File: config.mk
export PLATFORM = sky130hd
export DESIGN_NAME = pattern_search_ctrl
export DESIGN_NICKNAME = d
export VERILOG_FILES = /design/src/rtl/pattern_search_ctrl.sv
export SDC_FILE = /design/constraint.sdc
export NUM_CORES = 1
export LEC_CHECK = 0
export ABC_CLOCK_PERIOD_IN_PS = 5050
export BUFFER_PORTS_ARGS = -buffer_cell sky130_fd_sc_hd__buf_4
export CAP_MARGIN = 25
export CORE_ASPECT_RATIO = 0.75
export CORE_MARGIN = 1
export CORE_UTILIZATION = 25
export DETAILED_ROUTE_END_ITERATION = 10
export PLACE_DENSITY = 0.4
export SLEW_MARGIN = 20
export SYNTH_ARGS = -nofsm -noshare
export SYNTH_HDL_FRONTEND = slang
export SYNTH_SLANG_ARGS = --single-unit
File: constraint.sdc
create_clock -name clk -period 5.05 [get_ports clk]
set_input_delay 0.505 -clock clk [delete_from_list [all_inputs] [get_ports clk]]
set_output_delay 0.505 -clock clk [all_outputs]
set_load 0.05 [all_outputs]
File: src/rtl/pattern_search_ctrl.sv
// Sequencer for a bank of pattern detectors: clear, history fill, bounded search window,
// then a one-cycle DONE with first-hit lane/time, saturating hit count and termination cause.
module pattern_search_ctrl #(
    parameter int LANES       = 16,
    parameter int DEPTH       = 5,
    parameter int TIMEOUT_W   = 16,
    parameter int CNT_W       = 8,
    parameter int STOP_ON_HIT = 0
) (
    input  logic                 clk,
    input  logic                 anrst,
    input  logic                 start,
    input  logic                 abort,
    input  logic [TIMEOUT_W-1:0] timeout,
    input  logic [LANES-1:0]     detected,
    output logic                 det_clr,
    output logic                 det_ena,
    output logic                 busy,
    output logic                 done,
    output logic                 found,
    output logic [((LANES > 1) ? $clog2(LANES) : 1)-1:0] hit_lane,
    output logic [TIMEOUT_W-1:0] hit_time,
    output logic [CNT_W-1:0]     hit_cnt,
    output logic                 timed_out,
    output logic                 aborted
);
    localparam int LW = (LANES > 1) ? $clog2(LANES) : 1;
    localparam int PW = $clog2(LANES + 1);
    localparam int FW = (DEPTH > 1) ? $clog2(DEPTH) : 1;
    localparam int SW = CNT_W + PW + 1;

    typedef enum logic [2:0] {
        S_IDLE   = 3'd0,
        S_CLEAR  = 3'd1,
        S_FILL   = 3'd2,
        S_SEARCH = 3'd3,
        S_DONE   = 3'd4
    } state_t;

    function automatic logic [PW-1:0] popcount(input logic [LANES-1:0] v);
        logic [PW-1:0] c;
        c = '0;
        for (int i = 0; i < LANES; i++) begin
            c = c + PW'(v[i]);
        end
        return c;
    endfunction

    function automatic logic [LW-1:0] lowest_lane(input logic [LANES-1:0] v);
        logic [LW-1:0] l;
        l = '0;
        for (int i = LANES - 1; i >= 0; i--) begin
            if (v[i]) begin
                l = LW'(i);
            end
        end
        return l;
    endfunction

    state_t               state_r, state_next_s;
    logic [TIMEOUT_W-1:0] timeout_r, idx_r;
    logic [FW-1:0]        fill_r;
    logic                 det_clr_r, det_ena_r, busy_r, done_r;
    logic                 found_r, timed_out_r, aborted_r;
    logic [LW-1:0]        hit_lane_r;
    logic [TIMEOUT_W-1:0] hit_time_r;
    logic [CNT_W-1:0]     hit_cnt_r, cnt_next_s;
    logic [SW-1:0]        cnt_sum_s;
    logic                 start_acc_s, hit_s, win_zero_s, fill_last_s, search_last_s;
    logic                 to_set_s, abort_take_s;

    assign start_acc_s   = (state_r == S_IDLE) && start;
    assign hit_s         = (detected != '0);
    assign win_zero_s    = (timeout_r == '0);
    assign fill_last_s   = (fill_r == FW'((DEPTH > 1) ? DEPTH - 2 : 0));
    assign search_last_s = (idx_r == (timeout_r - TIMEOUT_W'(1)));
    assign cnt_sum_s     = SW'(hit_cnt_r) + SW'(popcount(detected));
    assign cnt_next_s    = (cnt_sum_s > SW'({CNT_W{1'b1}})) ? {CNT_W{1'b1}} : cnt_sum_s[CNT_W-1:0];

    // Next-state decode plus the termination-cause strobes for the DONE transition
    always_comb begin
        state_next_s = state_r;
        to_set_s     = 1'b0;
        abort_take_s = 1'b0;
        case (state_r)
            S_IDLE: begin
                if (start) state_next_s = S_CLEAR;
                else       state_next_s = S_IDLE;
            end
            S_CLEAR, S_FILL: begin
                if (abort) begin
                    state_next_s = S_DONE;
                    abort_take_s = 1'b1;
                end else if ((state_r == S_CLEAR) && (DEPTH > 1)) begin
                    state_next_s = S_FILL;
                end else if ((state_r == S_CLEAR) || fill_last_s) begin
                    if (win_zero_s) begin
                        state_next_s = S_DONE;
                        to_set_s     = 1'b1;
                    end else begin
                        state_next_s = S_SEARCH;
                    end
                end else begin
                    state_next_s = S_FILL;
                end
            end
            S_SEARCH: begin
                if (abort) begin
                    state_next_s = S_DONE;
                    abort_take_s = 1'b1;
                end else if ((STOP_ON_HIT != 0) && hit_s) begin
                    state_next_s = S_DONE;
                end else if (search_last_s) begin
                    state_next_s = S_DONE;
                    to_set_s     = 1'b1;
                end else begin
                    state_next_s = S_SEARCH;
                end
            end
            S_DONE:  state_next_s = S_IDLE;
            default: state_next_s = S_IDLE;
        endcase
    end

    // State, phase counters and registered control outputs
    always_ff @(posedge clk or negedge anrst) begin
        if (!anrst) begin
            state_r   <= S_IDLE;
            timeout_r <= '0;
            idx_r     <= '0;
            fill_r    <= '0;
            det_clr_r <= 1'b0;
            det_ena_r <= 1'b0;
            busy_r    <= 1'b0;
            done_r    <= 1'b0;
        end else begin
            state_r   <= state_next_s;
            det_clr_r <= (state_next_s == S_CLEAR);
            det_ena_r <= (state_next_s == S_FILL) || (state_next_s == S_SEARCH);
            busy_r    <= (state_next_s != S_IDLE);
            done_r    <= (state_next_s == S_DONE);
            if (start_acc_s) begin
                timeout_r <= timeout;
                idx_r     <= '0;
            end else if (state_r == S_SEARCH) begin
                idx_r <= idx_r + TIMEOUT_W'(1);
            end
            if (state_r == S_CLEAR) fill_r <= '0;
            else if (state_r == S_FILL) fill_r <= fill_r + FW'(1);
        end
    end

    // Search results: cleared on accepted start, held after DONE
    always_ff @(posedge clk or negedge anrst) begin
        if (!anrst) begin
            found_r     <= 1'b0;
            hit_lane_r  <= '0;
            hit_time_r  <= '0;
            hit_cnt_r   <= '0;
            timed_out_r <= 1'b0;
            aborted_r   <= 1'b0;
        end else if (start_acc_s) begin
            found_r     <= 1'b0;
            hit_lane_r  <= '0;
            hit_time_r  <= '0;
            hit_cnt_r   <= '0;
            timed_out_r <= 1'b0;
            aborted_r   <= 1'b0;
        end else begin
            if (state_r == S_SEARCH) begin
                if (hit_s && !found_r) begin
                    found_r    <= 1'b1;
                    hit_lane_r <= lowest_lane(detected);
                    hit_time_r <= idx_r;
                end
                hit_cnt_r <= cnt_next_s;
            end
            if (abort_take_s) aborted_r <= 1'b1;
            if (to_set_s) timed_out_r <= 1'b1;
        end
    end

    assign det_clr   = det_clr_r;
    assign det_ena   = det_ena_r;
    assign busy      = busy_r;
    assign done      = done_r;
    assign found     = found_r;
    assign hit_lane  = hit_lane_r;
    assign hit_time  = hit_time_r;
    assign hit_cnt   = hit_cnt_r;
    assign timed_out = timed_out_r;
    assign aborted   = aborted_r;
endmodule

# Yosys cells after proc, flatten, opt, wreduce, memory -nomap -nowiden
# Cells that the tools add are included.
[totals]
reg_bits = 73
input_bits = 36
output_inout_bits = 35
word_cells = 113
[op_classes]
add_sub_neg = 19
magnitude_cmp = 1
n_eq_ne = 9
n_mux = 53
reduce_logical = 17
[ops]
columns = ["operator", "count"]
rows = [
  ["two-way mux 16 bit", 5],
  ["two-way mux 4 bit", 19],
  ["adder 5 x 1 -> 5 bit", 11],
  ["two-way mux 3 bit", 8],
  ["two-way mux 8 bit", 3],
  ["adder 16 x 1 -> 16 bit, second input constant", 1],
  ["equality test 16 bit", 1],
  ["zero test 16 bit", 1],
  ["two-way mux 1 bit", 16],
  ["nonzero test 16 bit", 1],
  ["subtractor 16 x 1 -> 16 bit, second input constant", 1],
  ["equality test 3 x 2 -> 1 bit, second input constant", 5],
  ["nonzero test 2 bit", 5],
  ["adder 8 x 5 -> 9 bit", 1],
  ["greater-than comparator 9 x 8 -> 1 bit, second input constant", 1],
  ["one-hot mux 3 bit (3 select lines)", 1],
  ["equality test 3 x 1 -> 1 bit, second input constant", 2],
  ["adder 4 x 1 -> 5 bit", 1],
  ["adder 3 x 1 -> 4 bit", 1],
  ["adder 2 x 1 -> 3 bit", 1],
  ["adder 3 x 1 -> 3 bit, second input constant", 1],
  ["equality test 3 bit, second input constant", 1],
  ["zero test 3 bit", 1],
  ["nonzero test 3 bit", 1],
  ["8 further kinds", 10],
]

# Logic depth before layout (Yosys ltp)
[logic_depth]
word_depth = 20
ltp_mapped = 16
ltp_nobuf = 16

# Worst setup path after synthesis
# OpenSTA, ideal clock, no wires.
[synth_timing]
kind = "input to register"
start = "input detected[0]"
end = "register hit_cnt_r[0] (netlist: hit_cnt[0])"
setup_time_ns = 0.135
t_arrival_ns = 4.097
required_time_ns = 4.915
setup_slack_ns = 0.817
cell_stages = 14
n_path_buf = 0
path_cell_list = "fa_1 > inv_1 > fa_1 > fa_1 > fa_1 > fa_1 > inv_1 > fa_1 > nand2_1 > nand2_1 > a21oi_1 > o21ai_0 > a41oi_1 > a21oi_1"
[synth_via]
elab_chain_len = 20
[synth_rtl]
columns = ["element", "line_no", "text"]
rows = [
  ["start: declaration", "15", "input logic [LANES-1:0] detected,"],
  ["adder 1 x 1 -> 2 bit *", "44", "c = c + PW'(v[i]);"],
  ["adder 2 x 1 -> 3 bit *", "44", ""],
  ["adder 3 x 1 -> 4 bit *", "44", ""],
  ["adder 4 x 1 -> 5 bit *", "44", ""],
  ["adder 5 x 1 -> 5 bit * (11 in a row)", "44", ""],
  ["adder 8 x 5 -> 9 bit *", "77", "assign cnt_sum_s = SW'(hit_cnt_r) + SW'(popcount(detected));"],
  ["greater-than comparator 9 x 8 -> 1 bit", "78", "assign cnt_next_s = (cnt_sum_s > SW'({CNT_W{1'b1}})) ? {CNT_W{1'b1}} : cnt_sum_s[CNT_W-1:0];"],
  ["two-way mux 8 bit *", "78", ""],
  ["two-way mux 8 bit *", "170", "if (state_r == S_SEARCH) begin"],
  ["two-way mux 8 bit *", "162", "end else if (start_acc_s) begin"],
  ["end signal: assignment", "176", "hit_cnt_r <= cnt_next_s;"],
  ["end: declaration", "67", "logic [CNT_W-1:0] hit_cnt_r, cnt_next_s;"],
]
# Every way passes the cells marked *; elsewhere a longest branch is shown, timed or not. The select of a mux whose other input is x is not followed.
# A chain may end at the register's enable or synchronous reset.

# Final worst setup path
[layout_timing]
start = "input detected[11]"
end = "register hit_cnt_r[0] (netlist: hit_cnt[0])"
[layout_via]
elab_chain_len = 10
[layout_rtl]
columns = ["element", "line_no"]
rows = [
  ["adder 5 x 1 -> 5 bit * (5 in a row)", "44"],
  ["adder 8 x 5 -> 9 bit *", "77"],
  ["greater-than comparator 9 x 8 -> 1 bit", "78"],
  ["two-way mux 8 bit *", "78"],
  ["two-way mux 8 bit *", "170"],
  ["two-way mux 8 bit *", "162"],
]
# Marked as above.

==> summary.md <==
| Metric | Value |
|---|---|
| Ratio of cells with drive above 1 in the final layout | 18.1% |
| Worst reg2reg startpoint | hit_cnt[0] |
| Setup bufs post-CTS | 0 |
| Logic pwr share | 44.0% |
| WL/cell | 14.8 um |
| Clock Skew | 0.00997 ns |
| Post-Syn Nets | 552 |
| CP Max Fanout | 5 |
| Initial antenna violation count | 0 |
| Hold crit path type | in -> async |
| Net count, final | 615 |
| Number of routed nets with antenna violations | 0 |
| Clock Tree Buf Depth | 2 |
| Outcome | finished clean |
| Vias in the first global route | 3639 |
| Routed WL | 11400 um |
| Final Max Tran Viols | 0 |
| Max Freq | 228 MHz |
| CTS tree | built |
| Die width | 154 um |
| Most frequent cells in the layout | nand2_1 (105), dfrtp_1 (73), buf_4 (72) |
| Area delta synth->final | 23.0% |
| Depth of the worst register-to-register path | 13 |
| Vias | 3640 |
| Final setup fails | 0 |
| Htree depth | 3 |
| Reg-to-Reg End | hit_cnt[0] |
| Worst Hold Slack | 0.191 ns |
| Critical Path Source Type | input port |
| Hold Violations, Final | 0 |
| Sequential share of the synthesized area | 41.9% |
| Ys async rst share | 100% |
| Commonest non-fill, non-tap cell in the layout | nand2_1 |
| Switching part of the total | 43.9% |
| 1st-iter DRT viols | 147 |
| Top-level I/O count | 71 |
| Drt first pass iters | 4 |
| Vias per inst | 4.71 |
| Clock power share | 22.7% |
| Slew margin rel. | 51.9% |
| Die Span Y | 116 um |
| Fin crit period | 4.40 ns |
| Clock Sinks | 73 |
| Die Footprint | 18000 um^2 |
| Peak supply drop | 0.000273 V |
| Num CTS Buffers | 9 |
| Final Cycle Share | 87.0% |
| Max-cap violations | 0 |
| Cells after synthesis | 490 |
| Reg2reg setup slack | 1.09 ns |
| # DRC | 0 |
| Reg power frac | 33.3% |
| Warnings from Yosys | 0 |
| Pwr dens | 503 nW/um^2 |
| Worst EP required | 5.24 ns |
| Row cnt | 41 |
| Synth Flop Type | dfrtp_1 |
| Root buffer cell | clkbuf_16 |
| Worst-Skew Late Latency | 0.34 ns |
| RSZ-0062 raised after global routing | false |
| CP Capture Type | flop |
| First-pass GRT wire length | 19600 um |
| GRT Total Usage | 13.9% |
| Fin Setup TNS | 0 ns |
| Crit Path Class | in -> reg |
| EDFF count, synth | 0 |
| Final weighted congestion in routability-driven placement | 0.846 |
| Internal Power | 1.51 mW |
| Worst-path clk slew | 0.07 ns |
| Ant. Diodes | 0 |
| Hold Buf Count CTS | 0 |
| Largest net degree at the start of global routing | 74 |
| Core ar. | 16900 um^2 |
| Post-Syn Area per Cell | 8.90 um^2 |
| Post-DP HPWL | 8380 um |
| P_leak | 2.56 nW |
| Net load switching power | 1.19 mW |
| Worst EP arrival | 4.59 ns |
| Post-CTS sizing | 0 |
| Seq cells post-synth | 73 |
| Worst Max-Slew Pin Slew | 0.720 ns |
| Starting Density | 25.8% |
| Synth cell types | 52 |
| Synthesized area | 4360 um^2 |
| Grt total ovfl | 0 |
| Port Buffer Count | 70 |
[cells in the mapped netlist, drive strengths merged (2+ instances only)]
cell type  instances  area [um^2]
a31oi              7         43.8
a311oi             3         26.3
a22o               6         52.6
o2111ai            2         17.5
ha                14          175
or4                3         22.5
nand4              8         50.1
dfrtp             73         1830
clkbuf            14         52.6
nand2            106          400
a41oi              2         17.5
a21o               2         15.0
mux2i              3         30.0
fa                12          240
xor2              20          175
o21bai             2         15.0
inv               41          154
nor4               6         73.8
and3               9         57.6
buf                7         52.6
nor3               9         45.0
nor2b              4         25.0
nor2              31          116
nand3             10         50.1
o31ai              4         30.0
xnor2             13          114
a21oi             24          120
o21ai             33          165
or2                2         12.5
or3                4         25.0
[critical path: stages]
cell	delay, ns
buf_4	0.12
fa_1	0.53
inv_1	0.05
fa_1	0.55
fa_1	0.45
fa_1	0.51
fa_1	0.20
inv_1	0.06
fa_1	0.39
nand2_1	0.09
nand2_1	0.05
a21oi_1	0.20
o21ai_0	0.22
a41oi_1	0.53
a21oi_1	0.14
[how the worst max path moves through the flow]
stage / startpoint / end / cells after the start / slack (ns)
after detailed placement: detected[11] / hit_cnt[3] / 15 / 0.29
after CTS: detected[11] / hit_cnt[3] / 15 / 0.66
after floorplan: detected[0] / hit_cnt[0] / 14 / 0.82
after global placement: detected[0] / hit_cnt[0] / 15 / 0.43
after global routing: detected[0] / hit_cnt[1] / 15 / 0.47
final: detected[11] / hit_cnt[0] / 15 / 0.65
[power by group through the flow]
stage / Clock [mW] / Sequential (mW) / Combinational (mW)
2_1_floorplan: 0 / 0.961 / 0.830
3_3_place_gp: 0 / 0.908 / 1.20
3_5_place_dp: 0 / 0.912 / 1.20
4_1_cts: 0.641 / 0.903 / 1.21
5_1_grt: 0.663 / 0.922 / 1.36
6_report: 0.614 / 0.898 / 1.19
[kinds of logic (layout without fill, tap and decap cells)]
family / after synthesis / after routing / synth area share, %
flip-flops: 73 / 73 / 41.9
buffers and inverters: 62 / 130 / 5.94
multiplexers: 4 / 4 / 0.947
XOR/XNOR: 33 / 33 / 6.63
adder cells (fa/ha/maj): 26 / 26 / 9.53
AND/OR/NAND/NOR: 198 / 198 / 21.2
AO/OA/AOI/OAI: 94 / 94 / 13.8
[sequential cells by signal, indices dropped and copies added, names as in the netlist, 3 cells and up]
| register | count |
|---|---|
| fill_r | 3 |
| hit_cnt | 8 |
| idx_r | 16 |
| timeout_r | 16 |
| state_r | 3 |
| hit_lane | 4 |
| hit_time | 16 |
[layout make-up]
class	instances	area [um^2]
sequential	73	1830
tap	215	269
fill	1813	11600
clock buffer	9	225
timing repair buffer	73	552
inverter	41	154
clock inverter	7	60.1
multi-input combinational	355	2280
[per-layer routing]
layer	part of all wire (%)	wire (um)	vias to the layer above	GRT usage, %
met3	3.9	450	17	3.01
met2	44	5060	73	21.6
met4	1.2	139	0	4.42
met1	51	5780	1769	19.4
li1	-	-	1781	-
met5	0	0	-	0
[through the flow]
step	cells	power, mW	cell area [um^2]	util [%]	setup WS [ns]
floorplan	490	1.79	4360	-	0.817
global placement	757	2.10	5070	30.0	0.427
detailed placement	757	2.12	5070	30.0	0.289
CTS	773	2.75	5360	31.7	0.661
global route	773	2.94	5360	31.7	0.469
finish	773	2.70	5360	31.7	0.655
No activity file was read; power rests on OpenSTA's default activity.
